[src/rtl/proc_control_unit_pkg.sv]
// Shared encodings for the processor control unit and the ALU it drives.
// Opcodes, branch conditions, bus source codes, step encoding and ALU ops.
package proc_control_unit_pkg;

  localparam logic [2:0] OP_MV  = 3'd0;
  localparam logic [2:0] OP_MVT = 3'd1;
  localparam logic [2:0] OP_ADD = 3'd2;
  localparam logic [2:0] OP_SUB = 3'd3;
  localparam logic [2:0] OP_LD  = 3'd4;
  localparam logic [2:0] OP_ST  = 3'd5;
  localparam logic [2:0] OP_AND = 3'd6;
  localparam logic [2:0] OP_B   = 3'd7;

  localparam logic [2:0] COND_AL = 3'd0;
  localparam logic [2:0] COND_EQ = 3'd1;
  localparam logic [2:0] COND_NE = 3'd2;
  localparam logic [2:0] COND_CC = 3'd3;
  localparam logic [2:0] COND_CS = 3'd4;

  localparam logic [3:0] BUS_R7  = 4'd7;
  localparam logic [3:0] BUS_G   = 4'd8;
  localparam logic [3:0] BUS_IMM = 4'd9;
  localparam logic [3:0] BUS_DIN = 4'd10;

  localparam logic [1:0] ALU_ADDSUB = 2'b00;
  localparam logic [1:0] ALU_AND    = 2'b01;

  typedef enum logic [2:0] {T0, T1, T2, T3, T4, T5} step_t;

endpackage

[src/rtl/proc_control_unit_cond_eval.sv]
// Branch condition evaluation from the latched zero/carry flags.
// Latency: combinational. Backpressure: none.
module proc_cond_eval
  import proc_control_unit_pkg::*;
(
  input  logic [2:0] cond,
  input  logic       z_q,
  input  logic       c_q,
  output logic       taken
);

  always_comb begin
    taken = 1'b0;
    case (cond)
      COND_AL: taken = 1'b1;
      COND_EQ: taken = z_q;
      COND_NE: taken = ~z_q;
      COND_CC: taken = ~c_q;
      COND_CS: taken = c_q;
      default: taken = 1'b0;
    endcase
  end

endmodule

[src/rtl/proc_control_unit.sv]
// Multi-cycle fetch/execute sequencer driving bus mux, register enables and ALU controls.
// Latency: 4-6 cycles per instruction (T0..T5). Backpressure: none, run sampled only in T0.
module proc_control_unit
  import proc_control_unit_pkg::*;
#(
  parameter int n = 16
) (
  input  logic         clk,
  input  logic         resetn,
  input  logic         run,
  input  logic [n-1:0] din,
  input  logic         alu_z,
  input  logic         alu_cout,
  output logic [3:0]   bus_sel,
  output logic [n-1:0] imm_out,
  output logic [7:0]   r_in,
  output logic         pc_incr,
  output logic         a_in,
  output logic         g_in,
  output logic         addr_in,
  output logic         dout_in,
  output logic         w_d,
  output logic [1:0]   alu_op,
  output logic         add_sub_control,
  output logic         cin,
  output logic         z_q,
  output logic         c_q,
  output logic         done
);

  step_t        step_q, step_d;
  logic [n-1:0] ir_q;
  logic [n-1:0] imm_dec;
  logic [2:0]   opc, rx, ry;
  logic [3:0]   src_sel;
  logic [7:0]   rx_oh;
  logic         is_alu, taken;

  assign opc     = ir_q[15:13];
  assign rx      = ir_q[11:9];
  assign ry      = ir_q[2:0];
  assign src_sel = ir_q[12] ? BUS_IMM : {1'b0, ry};
  assign rx_oh   = 8'd1 << rx;
  assign is_alu  = (opc == OP_ADD) || (opc == OP_SUB) || (opc == OP_AND);

  proc_cond_eval u_cond (
    .cond  (rx),
    .z_q   (z_q),
    .c_q   (c_q),
    .taken (taken)
  );

  always_comb begin
    imm_dec = '0;
    case (opc)
      OP_MVT:  imm_dec[15:8] = ir_q[7:0];
      OP_B:    imm_dec = {{(n-9){ir_q[8]}}, ir_q[8:0]};
      default: imm_dec[8:0] = ir_q[8:0];
    endcase
  end

  // The previous instruction's immediate stays off the bus while fetching.
  assign imm_out = (step_q == T3 || step_q == T4 || step_q == T5) ? imm_dec : '0;

  always_ff @(posedge clk or negedge resetn) begin
    if (!resetn) begin
      step_q <= T0;
      ir_q   <= '0;
      z_q    <= 1'b0;
      c_q    <= 1'b0;
    end else begin
      step_q <= step_d;
      if (step_q == T2) ir_q <= din;
      if (step_q == T4 && is_alu) begin
        z_q <= alu_z;
        c_q <= alu_cout;
      end
    end
  end

  always_comb begin
    step_d          = step_q;
    bus_sel         = 4'd0;
    r_in            = 8'd0;
    pc_incr         = 1'b0;
    a_in            = 1'b0;
    g_in            = 1'b0;
    addr_in         = 1'b0;
    dout_in         = 1'b0;
    w_d             = 1'b0;
    alu_op          = ALU_ADDSUB;
    add_sub_control = 1'b0;
    cin             = 1'b0;
    done            = 1'b0;
    case (step_q)
      T0: if (run) begin
        bus_sel = BUS_R7;
        addr_in = 1'b1;
        pc_incr = 1'b1;
        step_d  = T1;
      end
      T1: step_d = T2;
      T2: step_d = T3;
      T3: begin
        step_d = T4;
        case (opc)
          OP_MV, OP_MVT: begin
            bus_sel = (opc == OP_MV) ? src_sel : BUS_IMM;
            r_in    = rx_oh;
            done    = 1'b1;
            step_d  = T0;
          end
          OP_LD, OP_ST: begin
            bus_sel = {1'b0, ry};
            addr_in = 1'b1;
          end
          OP_B: if (taken) begin
            bus_sel = BUS_R7;
            a_in    = 1'b1;
          end else begin
            done   = 1'b1;
            step_d = T0;
          end
          default: begin
            bus_sel = {1'b0, rx};
            a_in    = 1'b1;
          end
        endcase
      end
      T4: begin
        step_d = T5;
        case (opc)
          OP_ADD, OP_SUB, OP_AND: begin
            bus_sel         = src_sel;
            g_in            = 1'b1;
            alu_op          = (opc == OP_AND) ? ALU_AND : ALU_ADDSUB;
            add_sub_control = (opc == OP_SUB);
            cin             = (opc == OP_SUB);
          end
          OP_ST: begin
            bus_sel = {1'b0, rx};
            dout_in = 1'b1;
            w_d     = 1'b1;
            done    = 1'b1;
            step_d  = T0;
          end
          OP_B: begin
            bus_sel = BUS_IMM;
            g_in    = 1'b1;
          end
          OP_LD:   step_d = T5;
          default: step_d = T0;
        endcase
      end
      T5: begin
        step_d = T0;
        done   = 1'b1;
        case (opc)
          OP_LD: begin
            bus_sel = BUS_DIN;
            r_in    = rx_oh;
          end
          OP_B: begin
            bus_sel = BUS_G;
            r_in    = 8'h80;
          end
          default: begin
            bus_sel = BUS_G;
            r_in    = rx_oh;
          end
        endcase
      end
      default: step_d = T0;
    endcase
  end

endmodule

[config.mk]
export PLATFORM = sky130hd
export DESIGN_NAME = proc_control_unit
export DESIGN_NICKNAME = d
export VERILOG_FILES = /design/src/rtl/proc_control_unit_pkg.sv /design/src/rtl/proc_control_unit_cond_eval.sv /design/src/rtl/proc_control_unit.sv
export SDC_FILE = /design/constraint.sdc
export NUM_CORES = 1
export LEC_CHECK = 0
export BUFFER_PORTS_ARGS = -buffer_cell sky130_fd_sc_hd__buf_2
export CAP_MARGIN = 5
export CORE_MARGIN = 1
export CORE_UTILIZATION = 30
export DETAILED_ROUTE_END_ITERATION = 12
export PLACE_DENSITY_LB_ADDON = 0.3
export SYNTH_ARGS = -nofsm -noshare
export SYNTH_HDL_FRONTEND = slang
export SYNTH_HIERARCHICAL = 1
export SYNTH_SLANG_ARGS = --single-unit
[constraint.sdc]
create_clock -name clk -period 2.1 [get_ports clk]
set_input_delay 0.105 -clock clk [delete_from_list [all_inputs] [get_ports clk]]
set_output_delay 0.105 -clock clk [all_outputs]
set_load 0.01 [all_outputs]
==> key figures <==
Drt
  • Vias: 1511
  • Final ANT Viol Nets: 0
  • Detailed Route WL: 4160 um
  • Drc violations: 0
  • Initial DRC count: 86
  • TritonRoute pass-1 iters: 4
  • Drt wl/cell: 13.9 um
  • Vias/cell: 5.04

Placed design
  • DP Wirelength: 3010 um
  • Port buffer count: 60
  • Placed cell count: 288
  • Routability cong.: 0.866

Floorplanning
  • Die ar.: 0.00539 mm2
  • # IOs: 62
  • Vert. Die Dim: 73.4 um
  • Chip Width: 73.4 um
  • Core area: 0.00482 mm2
  • Row count: 25
  • Initial Utilization: 31.7%

Clock network
  • Clock slew at reported path FFs: 0.08 ns
  • CTS Root Cell: clkbuf_8
  • CTS sink cnt: 21
  • Num CTS Buffers: 3
  • TritonCTS clock tree: yes
  • Htree depth: 1
  • Worst-Skew Late Latency: 0.26 ns
  • Longest Clk Path Bufs: 2

Setup path
  • FF-to-FF End: c_q$_DFFE_PN0P_
  • Crit end category: output port
  • Cell breakdown of the critical path: nor2_1, a31oi_1, o22ai_2, o22ai_1, a2111o_1, nand4_1, buf_2
  • Critical path's top delay family: compound AO/OA/AOI/OAI gates
  • FF-to-FF setup slack: 0.47 ns
  • Crit path buf inv count: 1
  • CP max-delay cell: dfrtp_2
  • Critical path's largest stage delay: 0.45 ns
  • Worst Path Arrival: 1.88 ns
  • Crit path required time: 2.00 ns
  • Worst reg2reg path depth: 4
  • Setup crit start: ir_q[9]$_DFFE_PN0P_
  • Top fanout value on the critical path: 6
  • CP Launch Type: flip-flop
  • Critical path class: flip-flop to output port
  • RR Startpoint: step_q[0]$_DFFE_PN0P_

Worst hold path
  • Hold_sp: din[0]
  • Hold Path Class: input pin to flip-flop
  • Hold Path Stages: 2
  • Hold Crit Endpoint: ir_q[0]$_DFFE_PN0P_

Global routing
  • Total Routing Usage GR: 16.3%
  • Remaining global-route overflow: 0
  • Vias in the first global route: 1345
  • Largest net degree at the start of global routing: 22
  • Initial antenna violation count: 0
  • First-pass GRT wire length: 6790 um

Logic synthesis
  • Library cells used by synthesis: 49
  • #FFs+latches synth: 21
  • Top post-synthesis cells by area: dfrtp_1 (34%), mux2_2 (8.1%), mux2_1 (5.2%)
  • Syn Inst Count: 170
  • Cell taking the most area after synthesis: dfrtp_1
  • Mapped cell area: 0.00153 mm2
  • Synth cell count leaders: dfrtp_1 (21), nor2_1 (16), nand2_1 (14), mux2_2 (11)
  • Synth warn: 6
  • Top_reg_cell synth: dfrtp_1
  • Net count after synthesis: 191
  • FFs w/ async S/R, synth: 100%
  • EDFF count, synth: 0
  • Yosys top cell area share: 34.4%
  • Post-synthesis sequential area ratio: 34.4%
  • Syn Area/Cell: 8.99 um2
  • Count leader, synth: dfrtp_1

Timing
  • Final Max Slew Viols: 0
  • Setup TNS: 0 ns
  • Worst-Margin Slew: 0.502 ns
  • FMAX: 0.505 GHz
  • Hold slack final: 0.0531 ns
  • Fin. Hold Viols: 0
  • Post-route minimum period: 1.98 ns
  • Final setup viols: 0
  • Tcrit/Tclk final: 94.4%
  • Max-slew headroom: 66.5%
  • Worst clock skew: 0.00127 ns

Power and ir drop
  • Power Density: 1570 mW/mm2
  • Total power: 3150 uW
  • P_leak: 0.00103 uW
  • VDD IR-drop max: 0.490 mV

Cells and area
  • Final non-filler cell total: 300
  • Share of layout cells above drive strength 1: 45.5%
  • ANT cells: 0
  • Area growth from synthesis to final layout: 31.4%
  • Nets: 255
  • Util after Layout: 41.7%

Run
  • Max-Cap Viols: 0

Status
  • Status: complete, no violations
cells by family (layout without fill, tap and decap cells):
family / after synthesis / in the layout / share of synthesized area [%]
simple gates: 75 / 75 / 29.1
compound gates: 34 / 34 / 15.5
flops: 21 / 21 / 34.4
other cells: 1 / 1 / 0.245
xor+xnor: 1 / 1 / 0.573
buf+inv: 19 / 82 / 6.30
mux: 19 / 19 / 13.9
area by class of cell:
cell class                      instances  area [um2]
Fill cell                             513        2810
Multi-Input combinational cell        130         923
Sequential cell                        21         533
Timing Repair Buffer                   74         408
Tap cell                               67        83.8
Clock buffer                            3        41.3
Inverter                                4        15.0
Clock inverter                          1        5.00
worst max path at each step:
stage / end / slack [ns] / cells past startpoint
3_5_place_dp: bus_sel[0] / 0.26 / 7
4_1_cts: bus_sel[2] / 0.01 / 8
3_3_place_gp: bus_sel[0] / 0.28 / 7
6_report: bus_sel[0] / 0.12 / 7
5_1_grt: bus_sel[2] / -0.00006 / 8
2_1_floorplan: bus_sel[1] / 0.50 / 5
per-layer routing:
metal  vias up  wire length [um]  track usage (%)
met5         -                 0                0
met3         4               338             3.57
li1        732                 -                -
met1       716              1950             24.1
met2        59              1840             24.0
met4         0                26             3.85
cell usage in the layout, fill, tap and decap left out, types with 3 or more instances in the layout:
| cell | Yosys | final |
|---|---|---|
| nand2_1 | 14 | 14 |
| nor2_1 | 16 | 16 |
| buf_4 | 5 | 13 |
| o22ai_1 | 4 | 3 |
| a21o_1 | 8 | 8 |
| mux2_1 | 7 | 7 |
| dfrtp_2 | 0 | 6 |
| inv_1 | 4 | 4 |
| nor3_1 | 4 | 4 |
| nand3_1 | 6 | 6 |
| a21oi_1 | 6 | 6 |
| dfrtp_1 | 21 | 15 |
| o21ai_0 | 3 | 3 |
| nand2b_1 | 5 | 5 |
| clkbuf_8 | 0 | 3 |
| and2_1 | 8 | 8 |
| buf_2 | 5 | 60 |
| mux2_2 | 11 | 11 |
sequential cells by signal, indices dropped and copies added, names as in the netlist:
| register | flops |
|---|---|
| ir_q | 16 |
| step_q | 3 |
| c_q | 1 |
| z_q | 1 |
repair_timing:
item                                   CTS  global route
endpoints found under the hold margin   21             0
gates resized for setup                  3             6
pin swaps                                0             1
setup endpoints to repair                5            13
buffers inserted                         0             7
cloned                                   0             0
hold buffers                             1             0
metrics by stage:
step                worst slack, ns  area, um2
floorplan                     0.497       1530
global placement              0.280       1880
detailed placement            0.256       1880
CTS                          0.0126       1940
global route             -0.0000582       2010
finish                        0.118       2010
power by group:
part           internal (uW)  total (uW)  switching, uW
clock                    132         269            137
combinational            956        1860            901
sequential               630        1020            393
(Power assumes the default switching activity.)
